[src/rtl/clk_pkg.sv]
// Shared constants for the clock-buffer lanes behind the clock wizard outputs.
package clk_pkg;

    localparam int SEQ_DEPTH_DEFAULT = 8;
    localparam int CNT_W_DEFAULT     = 16;
    localparam int SEQ_DEPTH_MIN     = 2;
    localparam int SEQ_DEPTH_MAX     = 32;

endpackage

[src/rtl/clk_buf_gate_if.sv]
// Control and observation bundle of one clock-buffer lane (clock and reset stay plain ports).
interface clk_buf_gate_if #(
    parameter int SEQ_DEPTH = 8,
    parameter int CNT_W     = 16
);

    logic                 locked;
    logic                 ce;
    logic                 clk_bufg;
    logic                 clk_bufh;
    logic                 clk_gated;
    logic                 gate_en;
    logic [SEQ_DEPTH-1:0] seq_state;
    logic [CNT_W-1:0]     gated_cnt;

    modport master (
        output locked, ce,
        input  clk_bufg, clk_bufh, clk_gated, gate_en, seq_state, gated_cnt
    );

    modport slave (
        input  locked, ce,
        output clk_bufg, clk_bufh, clk_gated, gate_en, seq_state, gated_cnt
    );

endinterface

[src/rtl/clk_gate_cell.sv]
// BUFGCE behaviour: enable captured while the clock is low, then ANDed with the clock,
// so the gated output only ever carries whole source high phases.
module clk_gate_cell (
    input  logic clk,
    input  logic rst_n,
    input  logic en,
    output logic en_lat,
    output logic gclk
);

    always_ff @(negedge clk or negedge rst_n) begin
        if (!rst_n) begin
            en_lat <= 1'b0;
        end else begin
            en_lat <= en;
        end
    end

    assign gclk = clk & en_lat;

endmodule

[src/rtl/clk_buf_gate.sv]
// One clock-buffer lane: BUFG/BUFH copies, lock-qualified enable sequencer and a BUFGCE
// gate with a count of the pulses it lets through.
module clk_buf_gate
    import clk_pkg::*;
#(
    parameter int SEQ_DEPTH = SEQ_DEPTH_DEFAULT,
    parameter int CNT_W     = CNT_W_DEFAULT
) (
    input  logic          clk_in1,
    input  logic          rst_n,
    clk_buf_gate_if.slave bus
);

    if (SEQ_DEPTH < SEQ_DEPTH_MIN || SEQ_DEPTH > SEQ_DEPTH_MAX) begin : g_bad_depth
        $error("clk_buf_gate: SEQ_DEPTH out of range");
    end

    logic                 clk_bufh;
    logic [SEQ_DEPTH-1:0] seq;
    logic                 gate_en;
    logic                 en_lat;
    logic                 clk_gated;
    logic [CNT_W-1:0]     cnt;

    assign clk_bufh     = clk_in1;
    assign bus.clk_bufg = clk_in1;
    assign bus.clk_bufh = clk_bufh;

    // Lock must survive SEQ_DEPTH consecutive samples; loss of lock drains out the same way.
    always_ff @(posedge clk_bufh or negedge rst_n) begin
        if (!rst_n) begin
            seq <= '0;
        end else begin
            seq <= {seq[SEQ_DEPTH-2:0], bus.locked};
        end
    end

    assign gate_en = seq[SEQ_DEPTH-1];

    clk_gate_cell u_gate (
        .clk    (clk_in1),
        .rst_n  (rst_n),
        .en     (gate_en & bus.ce),
        .en_lat (en_lat),
        .gclk   (clk_gated)
    );

    // en_lat is stable across the high phase, so this edge is exactly a clk_gated rise.
    always_ff @(posedge clk_in1 or negedge rst_n) begin
        if (!rst_n) begin
            cnt <= '0;
        end else if (en_lat) begin
            cnt <= cnt + CNT_W'(1);
        end
    end

    assign bus.clk_gated = clk_gated;
    assign bus.gate_en   = gate_en;
    assign bus.seq_state = seq;
    assign bus.gated_cnt = cnt;

endmodule

[src/flat_wrapper.sv]
// flat-port wrapper written by rule: the top's interface ports become plain ports
module clk_buf_gate_flat import clk_pkg::*;
#(
    parameter int SEQ_DEPTH = SEQ_DEPTH_DEFAULT,
    parameter int CNT_W     = CNT_W_DEFAULT
)
  (clk_in1, rst_n, bus_locked, bus_ce, bus_clk_bufg, bus_clk_bufh, bus_clk_gated, bus_gate_en, bus_seq_state, bus_gated_cnt);
  clk_buf_gate_if #(.SEQ_DEPTH(SEQ_DEPTH), .CNT_W(CNT_W)) bus_i ();
  input  logic clk_in1;
  input  logic rst_n;
  input wire logic [$bits(bus_i.locked)-1:0] bus_locked;
  input wire logic [$bits(bus_i.ce)-1:0] bus_ce;
  output wire logic [$bits(bus_i.clk_bufg)-1:0] bus_clk_bufg;
  output wire logic [$bits(bus_i.clk_bufh)-1:0] bus_clk_bufh;
  output wire logic [$bits(bus_i.clk_gated)-1:0] bus_clk_gated;
  output wire logic [$bits(bus_i.gate_en)-1:0] bus_gate_en;
  output wire logic [$bits(bus_i.seq_state)-1:0] bus_seq_state;
  output wire logic [$bits(bus_i.gated_cnt)-1:0] bus_gated_cnt;
  assign bus_i.locked = bus_locked;
  assign bus_i.ce = bus_ce;
  assign bus_clk_bufg = bus_i.clk_bufg;
  assign bus_clk_bufh = bus_i.clk_bufh;
  assign bus_clk_gated = bus_i.clk_gated;
  assign bus_gate_en = bus_i.gate_en;
  assign bus_seq_state = bus_i.seq_state;
  assign bus_gated_cnt = bus_i.gated_cnt;
  clk_buf_gate #(.SEQ_DEPTH(SEQ_DEPTH), .CNT_W(CNT_W)) u_core (.clk_in1(clk_in1), .rst_n(rst_n), .bus(bus_i));
endmodule
[config.mk]
export PLATFORM = sky130hd
export DESIGN_NAME = clk_buf_gate_flat
export DESIGN_NICKNAME = d
export VERILOG_FILES = /design/src/rtl/clk_pkg.sv /design/src/rtl/clk_buf_gate_if.sv /design/src/rtl/clk_gate_cell.sv /design/src/rtl/clk_buf_gate.sv /design/src/flat_wrapper.sv
export SDC_FILE = /design/constraint.sdc
export NUM_CORES = 1
export LEC_CHECK = 0
export CORE_ASPECT_RATIO = 1.75
export CORE_MARGIN = 2
export CORE_UTILIZATION = 23
export CTS_BUF_LIST = sky130_fd_sc_hd__clkbuf_4
export CTS_CLUSTER_SIZE = 20
export DETAILED_ROUTE_END_ITERATION = 6
export GPL_TIMING_DRIVEN = 0
export PLACE_DENSITY = 0.54
export SLEW_MARGIN = 20
export SYNTH_ARGS = -nofsm -noshare
export SYNTH_HDL_FRONTEND = slang
export SYNTH_SLANG_ARGS = --single-unit
[constraint.sdc]
create_clock -name clk_in1 -period 1.4 [get_ports clk_in1]
set_input_delay 0.14 -clock clk_in1 [delete_from_list [all_inputs] [get_ports clk_in1]]
set_output_delay 0.14 -clock clk_in1 [all_outputs]
set_load 0.05 [all_outputs]
==> PnR_summary.wiki <==
{| class="wikitable"
! Metric !! Value
|-
| Clock slew at reported path FFs || 0.13 ns
|-
| Detailed-route wire length || 2060 um
|-
| Count of max-cap constraint violations || 0
|-
| DIE WIDTH || 53.1 um
|-
| Number of rows in the core area || 31
|-
| Height of the chip || 90.0 um
|-
| Final setup skew || 0.00383 ns
|-
| R2R Path Start || u_core.u_gate.en_lat
|-
| Crit Path Max Fanout || 2
|-
| Class of the tightest hold or removal check || primary input to register
|-
| Clock latency on the worst-skew pair || 0.42 ns
|-
| Share of final-layout standard cells stronger than drive strength 1 || 52.2%
|-
| Number of warnings reported in the yosys synthesis log || 0
|-
| Fin. max-slew vios || 0
|-
| Total power density per cell area || 1740 nW/um^2
|-
| Top cells by area in the synthesized netlist || dfrtp_1 62%, xor2_1 9.9%, xnor2_1 3.6%
|-
| Ant diodes || 0
|-
| Instance count of the mapped netlist || 72
|-
| Total core area || 4110 um^2
|-
| Proportion of netlist area held by the largest area contributor || 61.8%
|-
| Wire length of the first global-routing pass || 3500 um
|-
| Number of antenna violations at the first check in global routing || 0
|-
| Hold WS || 0.143 ns
|-
| Required time at the endpoint of the critical path || 1.26 ns
|-
| Mean instance size in the synthesized netlist || 13.5 um^2
|-
| Setup-violating endpoint count in the final report || 18
|-
| I/O Buffers || 31
|-
| Starting density of the core || 23.6%
|-
| Routability-driven placement congestion ratio || 0.716
|-
| Area of the multi-input gates || 409 um^2
|-
| Category of the critical setup timing path || register to primary output
|-
| Buffering stage count on the worst path with inverters included || 1
|-
| Count of unresolved DRC violations after routing || 0
|-
| DR vias || 691
|-
| CP top delay family || flip-flops
|-
| Endpoint of the worst hold-timing path || u_core.bus.seq_state[0]
|-
| Drt first-iter violations || 14
|-
| Drt via density || 4.21
|-
| Clock tree from TritonCTS || done
|-
| Violated checks || setup timing
|-
| Cells traversed along the worst timing path || and2_4 > buf_8
|-
| Post-synthesis sequential element count || 25
|-
| Fillers || 450
|-
| Min-delay src || bus_locked
|-
| Reg2Reg Capture Point || u_core.bus.gated_cnt[11]
|-
| Reg-to-reg setup timing slack || -0.56 ns
|-
| Sequential cell area || 628 um^2
|-
| Origin of the worst setup path || u_core.u_gate.en_lat
|-
| Post-detail-place hpwl || 1450 um
|-
| GRT overflow || 0
|-
| Dominant cell type by area after synthesis || dfrtp_1
|-
| Antenna viol nets, final || 0
|-
| Number of ports placed on the die boundary || 32
|-
| Post-layout net count || 120
|-
| Unrepaired setup endpoints after global routing || true
|-
| Worst Path Arrival || 1.84 ns
|-
| Measured slew at the worst slew-check pin || 0.538 ns
|-
| Area overhead of the layout relative to synthesis || 49.5%
|-
| Slowest cell on crit path || dfrtn_1
|-
| Final count of hold timing violations || 0
|-
| CP startpoint kind || register
|-
| Static leakage || 0.743 nW
|-
| Drt pass-1 iters || 3
|-
| Post-detailed-route wirelength per cell || 12.6 um
|-
| Worst path max stage delay || 0.43 ns
|-
| Tot GR Track Use || 10.3%
|-
| Total standard cell area after synthesis || 972 um^2
|-
| Via count of the first global-routing pass || 751
|-
| Setup TNS || -7.68 ns
|-
| Endpoint type of the worst setup path || primary output
|-
| Largest net degree at the start of global routing || 26
|-
| Result of the run || complete, but fails checks
|-
| Share of synthesized area occupied by flip-flops and latches || 64.4%
|-
| Distinct cell type count after synthesis || 17
|-
| Post-synthesis net count || 77
|-
| DIE AREA || 4780 um^2
|-
| Number of cells traversed by the worst hold path || 1
|-
| Least setup slack across all paths after layout || -0.579 ns
|-
| Slew HR || 64.1%
|-
| Worst vdd rail ir drop || 0.00195 V
|-
| Worst Reg-to-Reg Cells || 4
|}
[through the flow]
stage | setup WS [ns] | cells | power (mW) | util (%) | instance area, um^2
floorplan | -0.447 | 72 | 1.71 | - | 1010
global placement | -0.992 | 152 | 2.05 | 33.7 | 1390
detailed placement | -0.989 | 152 | 2.08 | 33.7 | 1390
CTS | -0.603 | 163 | 2.55 | 35.7 | 1470
global route | -0.671 | 164 | 2.66 | 35.4 | 1450
finish | -0.579 | 164 | 2.52 | 35.4 | 1450
[kinds of logic (layout without fill, tap and decap cells)]
group / after synthesis / count (layout) / share of synthesized area (%)
and+or+nand+nor: 27 / 27 / 17.4
DFF: 25 / 25 / 64.4
xor gates and xnor gates: 15 / 15 / 13.5
buffers and inverters: 3 / 46 / 2.32
adders and majority gates: 1 / 1 / 1.29
muxes: 1 / 1 / 1.16
[how the worst max path moves through the flow]
stage	end	slack, ns	cells past startpoint
floorplan	u_core.bus.gated_cnt[14]	-0.45	3
global placement	bus_clk_gated	-0.99	2
detailed placement	bus_clk_gated	-0.99	2
CTS	bus_clk_gated	-0.60	2
global route	u_core.bus.gated_cnt[11]	-0.67	4
finish	bus_clk_gated	-0.58	2
[layer usage]
metal	global-route usage, %	wire [um]	vias up
li1	-	-	330
met1	12.0	856	345
met2	14.3	1070	13
met3	3.16	85	3
met4	9.62	50	0
met5	0	0	-
[cell usage in the layout (no fill, tap or decap), types with 3 or more instances in the layout]
master,instances
clkbuf_4,8
nand4_1,3
dfrtp_1,22
clkdlybuf4s15_2,9
buf_4,10
xor2_1,11
nand2_1,8
nor4_4,3
buf_2,13
xnor2_1,4
[flip-flops by register name (all words and copies together), names as in the netlist]
| name | count |
|---|---|
| u_core.bus.seq_state | 8 |
| u_core.bus.gated_cnt | 16 |
| u_core.u_gate.en_lat | 1 |
[timing repair]
| action | 4_1_cts | 5_1_grt |
|---|---|---|
| gates resized for setup | 128 | 13 |
| buffers inserted | 2 | 0 |
| pin swaps | 2 | 1 |
| hold buffers | 0 | 1 |
| gates cloned | 0 | 0 |
| endpoints found under the setup margin | 47 | 27 |
| endpoints found under the hold margin | 0 | 24 |
[cells in the mapped netlist, drive strengths merged]
cell,instances
dfrtp,24
xor2,11
nand2,8
nand4,6
nor4,5
xnor2,4
buf,3
nor2,3
and2,2
nor3,2
and3,1
dfrtn,1
ha,1
mux2,1
[report_power, final]
| part | internal [mW] | switching [mW] |
|---|---|---|
| registers | 0.812 | 0.142 |
| logic | 0.176 | 0.431 |
| clock network | 0.414 | 0.548 |
| total | 1.40 | 1.12 |
[final cells by class]
cell class	count	share of cell area [%]
Sequential cell	25	43.2
Multi-Input combinational cell	44	28.1
Timing Repair Buffer	31	16.6
Clock buffer	10	5.68
Tap cell	49	4.22
Buffer	3	1.55
Clock inverter	2	0.602
No activity file was read; power rests on OpenSTA's default activity.
==> RTL change: new RTL, same settings <==
`SEQ_DEPTH_DEFAULT`: 8 -> 16.
--- a/src/rtl/clk_pkg.sv
+++ b/src/rtl/clk_pkg.sv
@@ -3,3 +3,3 @@
 
-    localparam int SEQ_DEPTH_DEFAULT = 8;
+    localparam int SEQ_DEPTH_DEFAULT = 16;
     localparam int CNT_W_DEFAULT     = 16;
Ports: changed (resized bus_seq_state); port bits go from 32 to 40. The function was not compared with the original's and may differ.
==> RTL change against the original RTL <==
The flow finishes with violations (negative hold slack, negative setup slack); final area grew 20%; via count grew 19%; sequential power grew 22%; combinational power grew 0.7%; routed wire length grew 19%; hold slack lost 380 ps; area after synthesis grew 21%; count of clock-buffer cells in the layout grew 3; sequential cell count grew 8; worst setup slack lost 31 ps; power grew 27%; synthesized cell count grew 8.3%.
==> RTL change: results <==
metrics = {
    "run_status": {
        "status": "finished, violations left",
        "violations": "negative hold slack, negative setup slack",
    },
    "worst_setup_path": {
        "cpLargestDelayFamily": "flip-flops",
        "critPathSlowestCell": "dfrtn_1",
        "crit_fanout": 3,
        "slowest_delay_ps": 450,
        "critPathArrivalTime_ps": 1870,
    },
    "timing": {
        "hold_violations": 32,
        "layout_setup_ws_ps": -611,
        "finalSetupTns_ps": -8320,
        "fin_hold_ws_ps": -241,
        "relSlewSlack": 0.520,
        "setup_viol": 18,
        "clock-skew-final_ps": 8.53,
        "slew_violations": 0,
    },
    "logic_synthesis": {
        "syn-num-nets": 83,
        "ys_types": 19,
        "avgSynthCellArea_um2": 15.1,
        "ys_top_cells_by_area": "dfrtp_1, xnor2_1, buf_4",
        "synth_ff_type": "dfrtp_1",
        "synth_xor_area_frac": 0.118,
        "ys.warnings.count": 0,
        "ys_top_cells_by_count": "dfrtp_1, xnor2_1, nand2_1, buf_4, nand4_1",
        "yosys-mux-area-fraction": 0.00957,
        "ys_seq_area_frac": 0.702,
        "synth_fa_ha_area_frac": 0.0106,
    },
    "route": {
        "viasPerCell": 4.43,
        "wl_met2_um": 1270,
        "wl_met1_um": 919,
        "routed_wl_um": 2450,
        "dr.pass1.iters": 4,
        "wl_met3_um": 183,
        "wire_per_inst_um": 13.1,
        "drtIter0Drc": 15,
    },
    "grt": {
        "antenna_found_initial": 0,
        "track_usage": 0.102,
        "met3_usage": 0.0512,
        "use_met2": 0.149,
        "grt_pass1_vias": 924,
        "grt_max_degree": 34,
        "grt_pass1_wl_um": 4310,
        "grt_util_met1": 0.108,
    },
    "pwr": {
        "power.leakage_nw": 0.828,
        "ir_drop_v": 0.00129,
        "intPower_mw": 1.96,
    },
    "final_layout": {
        "drive_above_1_share": 0.515,
        "diodes": 0,
        "num-nets-final": 135,
    },
    "clock_tree": {
        "clk_latency_ps": 430,
        "clk_pin_slew_ps": 100,
    },
    "placement": {
        "dp_slack_ps": -901,
        "dp_cells": 171,
        "dp_hpwl_um": 1640,
        "gp_congestion": 0.740,
        "io_buffers": 39,
        "placed_area_um2": 1640,
    },
    "worst_hold_path": {
        "hold_path_class": "in -> async",
    },
}
-- RTL change: cell count changes after synthesis, sizes merged, moves of 3 or more --
cell   unedited run  this run
dfrtp            24        32
nand3             0         3
nor2              3         0
xor2             11         3
nor4              5         0
xnor2             4        12
-- RTL change: area by class of cell --
cell class | instances | area (µm²)
multi-input cells | 41 | 345
plain buffers | 3 | 22.5
repair buffers | 39 | 334
clock buffers | 13 | 113
well taps | 54 | 67.6
clock inverters | 3 | 37.5
flip-flops and latches | 33 | 830
fillers | 501 | 3190
-- RTL change: path summary, 6_finish.rpt --
check,startpoint,endpoint,slack [ps],cells after the start
setup / recovery,u_core.u_gate.en_lat,bus_clk_gated,-610,2
hold / removal,rst_n,u_core.bus.gated_cnt[14],-240,1
setup reg to reg,u_core.u_gate.en_lat,u_core.bus.gated_cnt[13],-610,4
hold reg to reg,u_core.bus.seq_state[6],u_core.bus.seq_state[7],380,0
max in group asynchronous,rst_n,u_core.u_gate.en_lat,570,1
min in group clk_in1,bus_locked,u_core.bus.seq_state[0],140,1
-- RTL change: power groups by stage --
stage | registers (mW) | clock network (mW) | logic (mW)
2_1_floorplan | 1.47 | 0.346 | 0.103
3_3_place_gp | 1.17 | 0.461 | 0.657
3_5_place_dp | 1.17 | 0.461 | 0.665
4_1_cts | 1.15 | 1.48 | 0.620
5_1_grt | 1.19 | 1.53 | 0.651
6_report | 1.16 | 1.42 | 0.611
-- RTL change: timing repair --
action | 4_1_cts | 5_1_grt
hold endpoints to repair | 32 | 32
setup buffers | 3 | 0
endpoints found under the setup margin | 54 | 24
resized for setup | 151 | 14
pin swaps | 3 | 0
-- RTL change: cells by family (layout without fill, tap and decap cells) --
group	count (synthesis)	count (layout)
fa+ha+maj	1	1
simple gates	24	24
xor+xnor	15	15
buf+inv	4	58
flops	33	33
mux	1	1
